**src/rtl/eth_pkg.sv**
```systemverilog
// Shared Ethernet receive constants and the framer FSM state type.
package eth_pkg;

    typedef enum logic [1:0] {
        ST_IDLE     = 2'd0,
        ST_PREAMBLE = 2'd1,
        ST_DATA     = 2'd2,
        ST_DROP     = 2'd3
    } state_e;

    localparam logic [31:0] CRC_POLY       = 32'hEDB8_8320;
    localparam logic [31:0] CRC_INIT       = 32'hFFFF_FFFF;
    localparam logic [31:0] CRC_RESIDUE    = 32'hDEBB_20E3;
    localparam logic [15:0] ETHERTYPE_IPV4 = 16'h0800;
    localparam logic [47:0] BROADCAST_MAC  = 48'hFFFF_FFFF_FFFF;
    localparam logic [3:0]  NIB_PREAMBLE   = 4'h5;
    localparam logic [3:0]  NIB_SFD        = 4'hD;

endpackage

```
**src/rtl/crc32_byte.sv**
```systemverilog
// Reflected CRC-32 advanced by one byte, LSB first; purely combinational.
module crc32_byte
    import eth_pkg::*;
(
    input  logic [31:0] crc_i,
    input  logic [7:0]  data_i,
    output logic [31:0] crc_o
);

    logic [31:0] c;

    always_comb begin
        c = crc_i;
        for (int i = 0; i < 8; i++) begin
            if (c[0] ^ data_i[i]) c = (c >> 1) ^ CRC_POLY;
            else                  c = c >> 1;
        end
        crc_o = c;
    end

endmodule

```
**src/rtl/mii_rx_framer.sv**
```systemverilog
// MII receive framer: strips preamble/SFD, assembles bytes, filters by
// destination address and reports CRC/length/EtherType status per frame.
module mii_rx_framer
    import eth_pkg::*;
#(
    parameter logic [47:0] MAC_ADDR = 48'h02_00_00_00_00_01,
    parameter int          MIN_LEN  = 64,
    parameter int          MAX_LEN  = 1518
) (
    input  logic        clk,
    input  logic        rst,
    input  logic [3:0]  rxd,
    input  logic        rxdv,
    input  logic        rxer,
    output logic [7:0]  out_data,
    output logic        out_valid,
    output logic        out_sof,
    output logic        frame_done,
    output logic        frame_ok,
    output logic        ip_valid,
    output logic [10:0] frame_len,
    output state_e      dbg_state
);

    localparam logic [10:0] MIN_L = 11'(MIN_LEN);
    localparam logic [10:0] MAX_L = 11'(MAX_LEN);

    state_e      state_q, state_d;
    logic        phase_q, phase_d;
    logic [3:0]  low_nib_q, low_nib_d;
    logic [10:0] byte_cnt_q, byte_cnt_d;
    logic [31:0] crc_q, crc_d;
    logic        ucast_q, ucast_d;
    logic        bcast_q, bcast_d;
    logic [15:0] etype_q, etype_d;
    logic        err_q, err_d;
    logic        ovf_q, ovf_d;
    logic        sfd_q, sfd_d;
    logic [7:0]  out_data_q, out_data_d;
    logic        out_valid_q, out_valid_d;
    logic        out_sof_q, out_sof_d;
    logic        done_q, done_d;
    logic        ok_q, ok_d;
    logic        ip_q, ip_d;
    logic [10:0] len_q, len_d;

    logic [7:0]  cur_byte;
    logic [31:0] crc_next;
    logic [10:0] byte_inc;
    logic [5:0]  addr_sh;
    logic [47:0] mac_sh;
    logic [47:0] bc_sh;
    logic        frame_good;

    assign cur_byte = {rxd, low_nib_q};

    crc32_byte u_crc (
        .crc_i  (crc_q),
        .data_i (cur_byte),
        .crc_o  (crc_next)
    );

    // Address bytes arrive MSB first; shift the wanted byte down to [7:0].
    assign addr_sh  = {3'd5 - byte_cnt_q[2:0], 3'b000};
    assign mac_sh   = MAC_ADDR >> addr_sh;
    assign bc_sh    = BROADCAST_MAC >> addr_sh;
    assign byte_inc = (byte_cnt_q == 11'h7FF) ? byte_cnt_q : byte_cnt_q + 11'd1;

    assign frame_good = (crc_q == CRC_RESIDUE) && (byte_cnt_q >= MIN_L) &&
                        (byte_cnt_q <= MAX_L) && !err_q && !phase_q && !ovf_q &&
                        (ucast_q || bcast_q);

    always_comb begin
        state_d     = state_q;
        phase_d     = phase_q;
        low_nib_d   = low_nib_q;
        byte_cnt_d  = byte_cnt_q;
        crc_d       = crc_q;
        ucast_d     = ucast_q;
        bcast_d     = bcast_q;
        etype_d     = etype_q;
        err_d       = err_q;
        ovf_d       = ovf_q;
        sfd_d       = sfd_q;
        out_data_d  = out_data_q;
        out_valid_d = 1'b0;
        out_sof_d   = 1'b0;
        done_d      = 1'b0;
        ok_d        = 1'b0;
        ip_d        = 1'b0;
        len_d       = '0;

        case (state_q)
            ST_IDLE: begin
                if (rxdv) begin
                    sfd_d   = 1'b0;
                    state_d = (rxd == NIB_PREAMBLE) ? ST_PREAMBLE : ST_DROP;
                end
            end
            ST_PREAMBLE: begin
                if (!rxdv) begin
                    state_d = ST_IDLE;
                end else if (rxd == NIB_SFD) begin
                    state_d    = ST_DATA;
                    phase_d    = 1'b0;
                    byte_cnt_d = '0;
                    crc_d      = CRC_INIT;
                    ucast_d    = 1'b1;
                    bcast_d    = 1'b1;
                    etype_d    = '0;
                    err_d      = 1'b0;
                    ovf_d      = 1'b0;
                    sfd_d      = 1'b1;
                end else if (rxd != NIB_PREAMBLE) begin
                    state_d = ST_DROP;
                end
            end
            ST_DATA: begin
                if (!rxdv) begin
                    state_d = ST_IDLE;
                    done_d  = 1'b1;
                    len_d   = byte_cnt_q;
                    ok_d    = frame_good;
                    ip_d    = frame_good && (etype_q == ETHERTYPE_IPV4);
                end else begin
                    if (rxer) err_d = 1'b1;
                    if (!phase_q) begin
                        low_nib_d = rxd;
                        phase_d   = 1'b1;
                    end else begin
                        phase_d    = 1'b0;
                        byte_cnt_d = byte_inc;
                        // The overflowing byte is counted but never emitted.
                        if (byte_inc > MAX_L) begin
                            state_d = ST_DROP;
                            ovf_d   = 1'b1;
                        end else begin
                            out_valid_d = 1'b1;
                            out_data_d  = cur_byte;
                            out_sof_d   = (byte_cnt_q == 11'd0);
                            crc_d       = crc_next;
                            if (byte_cnt_q < 11'd6) begin
                                ucast_d = ucast_q && (cur_byte == mac_sh[7:0]);
                                bcast_d = bcast_q && (cur_byte == bc_sh[7:0]);
                            end
                            if (byte_cnt_q == 11'd12) etype_d[15:8] = cur_byte;
                            if (byte_cnt_q == 11'd13) etype_d[7:0]  = cur_byte;
                        end
                    end
                end
            end
            ST_DROP: begin
                if (!rxdv) begin
                    state_d = ST_IDLE;
                    if (sfd_q) begin
                        done_d = 1'b1;
                        len_d  = byte_cnt_q;
                    end
                end
            end
            default: state_d = ST_IDLE;
        endcase
    end

    always_ff @(posedge clk or negedge rst) begin
        if (!rst) begin
            state_q     <= ST_IDLE;
            phase_q     <= 1'b0;
            low_nib_q   <= '0;
            byte_cnt_q  <= '0;
            crc_q       <= CRC_INIT;
            ucast_q     <= 1'b0;
            bcast_q     <= 1'b0;
            etype_q     <= '0;
            err_q       <= 1'b0;
            ovf_q       <= 1'b0;
            sfd_q       <= 1'b0;
            out_data_q  <= '0;
            out_valid_q <= 1'b0;
            out_sof_q   <= 1'b0;
            done_q      <= 1'b0;
            ok_q        <= 1'b0;
            ip_q        <= 1'b0;
            len_q       <= '0;
        end else begin
            state_q     <= state_d;
            phase_q     <= phase_d;
            low_nib_q   <= low_nib_d;
            byte_cnt_q  <= byte_cnt_d;
            crc_q       <= crc_d;
            ucast_q     <= ucast_d;
            bcast_q     <= bcast_d;
            etype_q     <= etype_d;
            err_q       <= err_d;
            ovf_q       <= ovf_d;
            sfd_q       <= sfd_d;
            out_data_q  <= out_data_d;
            out_valid_q <= out_valid_d;
            out_sof_q   <= out_sof_d;
            done_q      <= done_d;
            ok_q        <= ok_d;
            ip_q        <= ip_d;
            len_q       <= len_d;
        end
    end

    assign out_data   = out_data_q;
    assign out_valid  = out_valid_q;
    assign out_sof    = out_sof_q;
    assign frame_done = done_q;
    assign frame_ok   = ok_q;
    assign ip_valid   = ip_q;
    assign frame_len  = len_q;
    assign dbg_state  = state_q;

endmodule
```
**config.mk**
```make
export PLATFORM = sky130hd
export DESIGN_NAME = mii_rx_framer
export DESIGN_NICKNAME = d
export VERILOG_FILES = /design/src/rtl/eth_pkg.sv /design/src/rtl/crc32_byte.sv /design/src/rtl/mii_rx_framer.sv
export SDC_FILE = /design/constraint.sdc
export NUM_CORES = 1
export LEC_CHECK = 0
export ABC_AREA = 1
export CORE_UTILIZATION = 49
export CTS_BUF_LIST = sky130_fd_sc_hd__clkbuf_8 sky130_fd_sc_hd__clkbuf_16
export CTS_CLUSTER_DIAMETER = 200
export DETAILED_ROUTE_END_ITERATION = 12
export GPL_ROUTABILITY_DRIVEN = 0
export PLACE_DENSITY = 0.67
export SYNTH_ARGS = -nofsm -noshare
export SYNTH_HDL_FRONTEND = slang
export SYNTH_SLANG_ARGS = --single-unit
```
**constraint.sdc**
```tcl
create_clock -name clk -period 2.1 [get_ports clk]
set_clock_uncertainty 0.2 [all_clocks]
set_input_delay 0.525 -clock clk [delete_from_list [all_inputs] [get_ports clk]]
set_output_delay 0.525 -clock clk [all_outputs]
set_load 0.01 [all_outputs]
```
==> flow_summary.yaml <==
critical_path:
  end_kind: "flop"
  cp-start-kind: "flop"
  r2r_slack_ns: -0.38
  rr_worst_depth: 15
  critPathMaxFanout: 5
  worstReg2RegStart: "byte_cnt_q[1]"
  critPathRequiredTime_ns: 2.23
  crit_type: "reg2reg"
  r2r_end: "out_data[7]"
  crit_arrival_ns: 2.61
sta:
  tightest_slew_ns: 0.468
  fin_ws_ns: -0.379
  relSlewSlack_pct: 68.6
  fmax_ghz: 0.403
  timing.final.hold_violations: 0
  rsz0062_at_grt: "true"
  min_period_ns: 2.48
  finalSetupViolCount: 61
  finalMaxSlewViolations: 0
  fin_crit_sh_pct: 118
power_and_ir_drop:
  finalPower_w: 0.0130
  p_leak_nw: 3.62
  p_per_area_nw_per_um2: 1740
  peakVddDrop_uv: 1320
placed_design:
  dp_slack_ns: -0.611
  io_buffers: 33
  post-place-cells: 955
  dp_hpwl_mm: 10.8
  postPlaceCellArea_um2: 6710
yosys:
  synth_compound_area_share_pct: 8.11
  syn-instance-count: 698
  synth_area_um2: 5430
  async_reset_ff_share_pct: 100
  synth_nets: 712
  yosysUniqueCellTypes: 41
  synth_ff_type: "dfrtp_1"
  avgSynthCellArea_um2: 7.78
  synthMuxAreaShare_pct: 0
  yosysTopAreaCell: "dfrtp_1"
  ys_ff_latch: 95
  synth_top_area_share_pct: 29.0
  yosysWarnings: 0
  synth_area_leaders: "dfrtp_1 (29%), dfstp_2 (15%), nand2_1 (14%), nand3_1 (8.1%), xor2_1 (5.0%)"
  seq_area_frac_synth_pct: 44.5
  synth_edf_count: 0
  synthSimpleGateAreaFrac_pct: 31.2
  synth-xor-area-share_pct: 8.20
  yosys.area_share.adder_pct: 1.38
  synth_top_family_by_area: "simple AND/OR/NAND/NOR gates"
cells_and_area:
  seq_area_um2: 2420
  area_growth_pct: 37.7
  multi_input_comb_area_um2: 3110
  nNetsFinal: 850
  n_fill_cell: 878
  diodes: 0
  mostFrequentLayoutCell: "nand2_1"
  drive_gt1_share_pct: 32.5
  layoutNonFillerInstCount: 981
  layout_common_cells: "nand2_1 (177), buf_4 (96), nand3_1 (65)"
  design_area_um2: 7480
run_status:
  status: "finished with violations"
  failed_checks: "setup timing"
cts:
  cts-root-buf: "clkbuf_8"
  h-tree-depth: 3
  clk_pin_slew_ns: 0.10
  cts_buffer_depth: 2
  clock_sinks: 95
  clock_latency_ns: 0.39
  cts_made_buffers: 9
  cts_tree: "built"
detailed_routing:
  via_count: 5256
  drcViolationCount: 0
  ant_nets: 0
  routedWlPerCell_um: 15.8
  wl_mm: 15.5
  drt-vias-per-instance: 5.36
  firstDrtPassIters: 7
  drtIter0Drc: 324
worst_hold_path:
  min_to: "crc_q[12]"
  min_path_cells: 2
  hold_start: "crc_q[12]"
  hp-class: "reg2reg"
grt:
  overflow: 0
  grt_pass1_wl_mm: 23.9
  grt_usage_pct: 26.8
  grt_max_degree: 44
  antenna_found_initial: 0
  grt_pass1_vias: 4948
die:
  fp.dieW_um: 107
  design.portCount: 34
  core_um2: 10800
  start_util_pct: 50.1
  dieArea_um2: 11500
  rows: 38
  die_h_um: 107
run:
  maxCapViolCount: 0
-- final cells by class --
type | instances | share of cell area, %
multi-input cells | 517 | 41.6
clock inverters | 7 | 0.870
clock buffers | 9 | 1.66
well taps | 140 | 2.34
inverters | 65 | 3.26
flip-flops and latches | 95 | 32.3
repair buffers | 148 | 18.0
-- report_power, final --
part	internal, W	switching, W
sequential	0.00283	0.000711
combinational	0.00367	0.00464
clock	0.000455	0.000728
-- registers in the layout (all words and copies together), names as in the netlist, 2 cells and up --
signal	flops
crc_q	32
etype_q	16
byte_cnt_q	11
dbg_state	2
frame_len	11
low_nib_q	4
out_data	8
-- synth_stat cells (4+ instances only) --
master    instances
nand2_1         203
nand3_1          88
dfrtp_1          63
inv_1            63
o21ai_0          48
nor2_1           42
dfstp_2          32
xor2_1           31
a21oi_1          15
xnor2_1          13
clkbuf_1         11
nand4_1           9
nor4_1            9
or2_2             9
o22ai_1           8
buf_2             7
ha_1              6
nor3_1            5
nand2_2           4
-- metrics by stage --
stage | utilization, % | hold slack, ns | setup TNS, ns
after global routing | 69.0 | 0.299 | -20.66
after CTS | 64.5 | 0.276 | -6.97
after detailed placement | 61.9 | 0.261 | -33.29
final | 69.0 | 0.286 | -13.54
after floorplan | - | 0.0294 | -1.77
after global placement | 61.9 | 0.255 | -32.40
-- routing by layer --
| layer | wire (um) | GRT usage, % |
|---|---|---|
| met4 | 340 | 9.88 |
| met2 | 7700 | 45.4 |
| met3 | 651 | 3.45 |
| met5 | 0 | 0 |
| met1 | 6820 | 35.2 |
-- critical path, stage by stage (launching register included) --
cell and delay, ns:
dfrtp_1 0.42, ha_2 0.22, nand3_2 0.10, inv_2 0.11, nand3_4 0.09, buf_6 0.15, nand2_2 0.07, nand3_1 0.08
nor2_2 0.18, nand4_4 0.13, buf_6 0.15, nand4_1 0.13, buf_6 0.14, clkbuf_16 0.14, nand2_2 0.04, nand2_1 0.06
-- cells by family after synthesis --
group | Yosys count
AOI/OAI and AO/OA | 81
xor gates and xnor gates | 47
adders and majority gates | 6
buffers and inverters | 87
DFF | 95
and+or+nand+nor | 382
-- worst max-delay path by stage --
stage	from	endpoint	slack [ns]
finish	byte_cnt_q[1]	out_data[7]	-0.38
global route	byte_cnt_q[1]	out_data[3]	-0.47
CTS	byte_cnt_q[1]	out_data[4]	-0.17
detailed placement	rxd[3]	crc_q[23]	-0.61
global placement	rxd[3]	crc_q[29]	-0.52
floorplan	byte_cnt_q[2]	crc_q[4]	-0.05
-- what timing repair did --
item	4_1_cts	5_1_grt
hold buffers	1	0
endpoints found under the setup margin	73	77
pin swaps	9	32
resized for setup	29	103
setup buffers	2	5
endpoints found under the hold margin	17	0
gates cloned	0	3
Note: power is estimated with default switching activity, not from simulation.
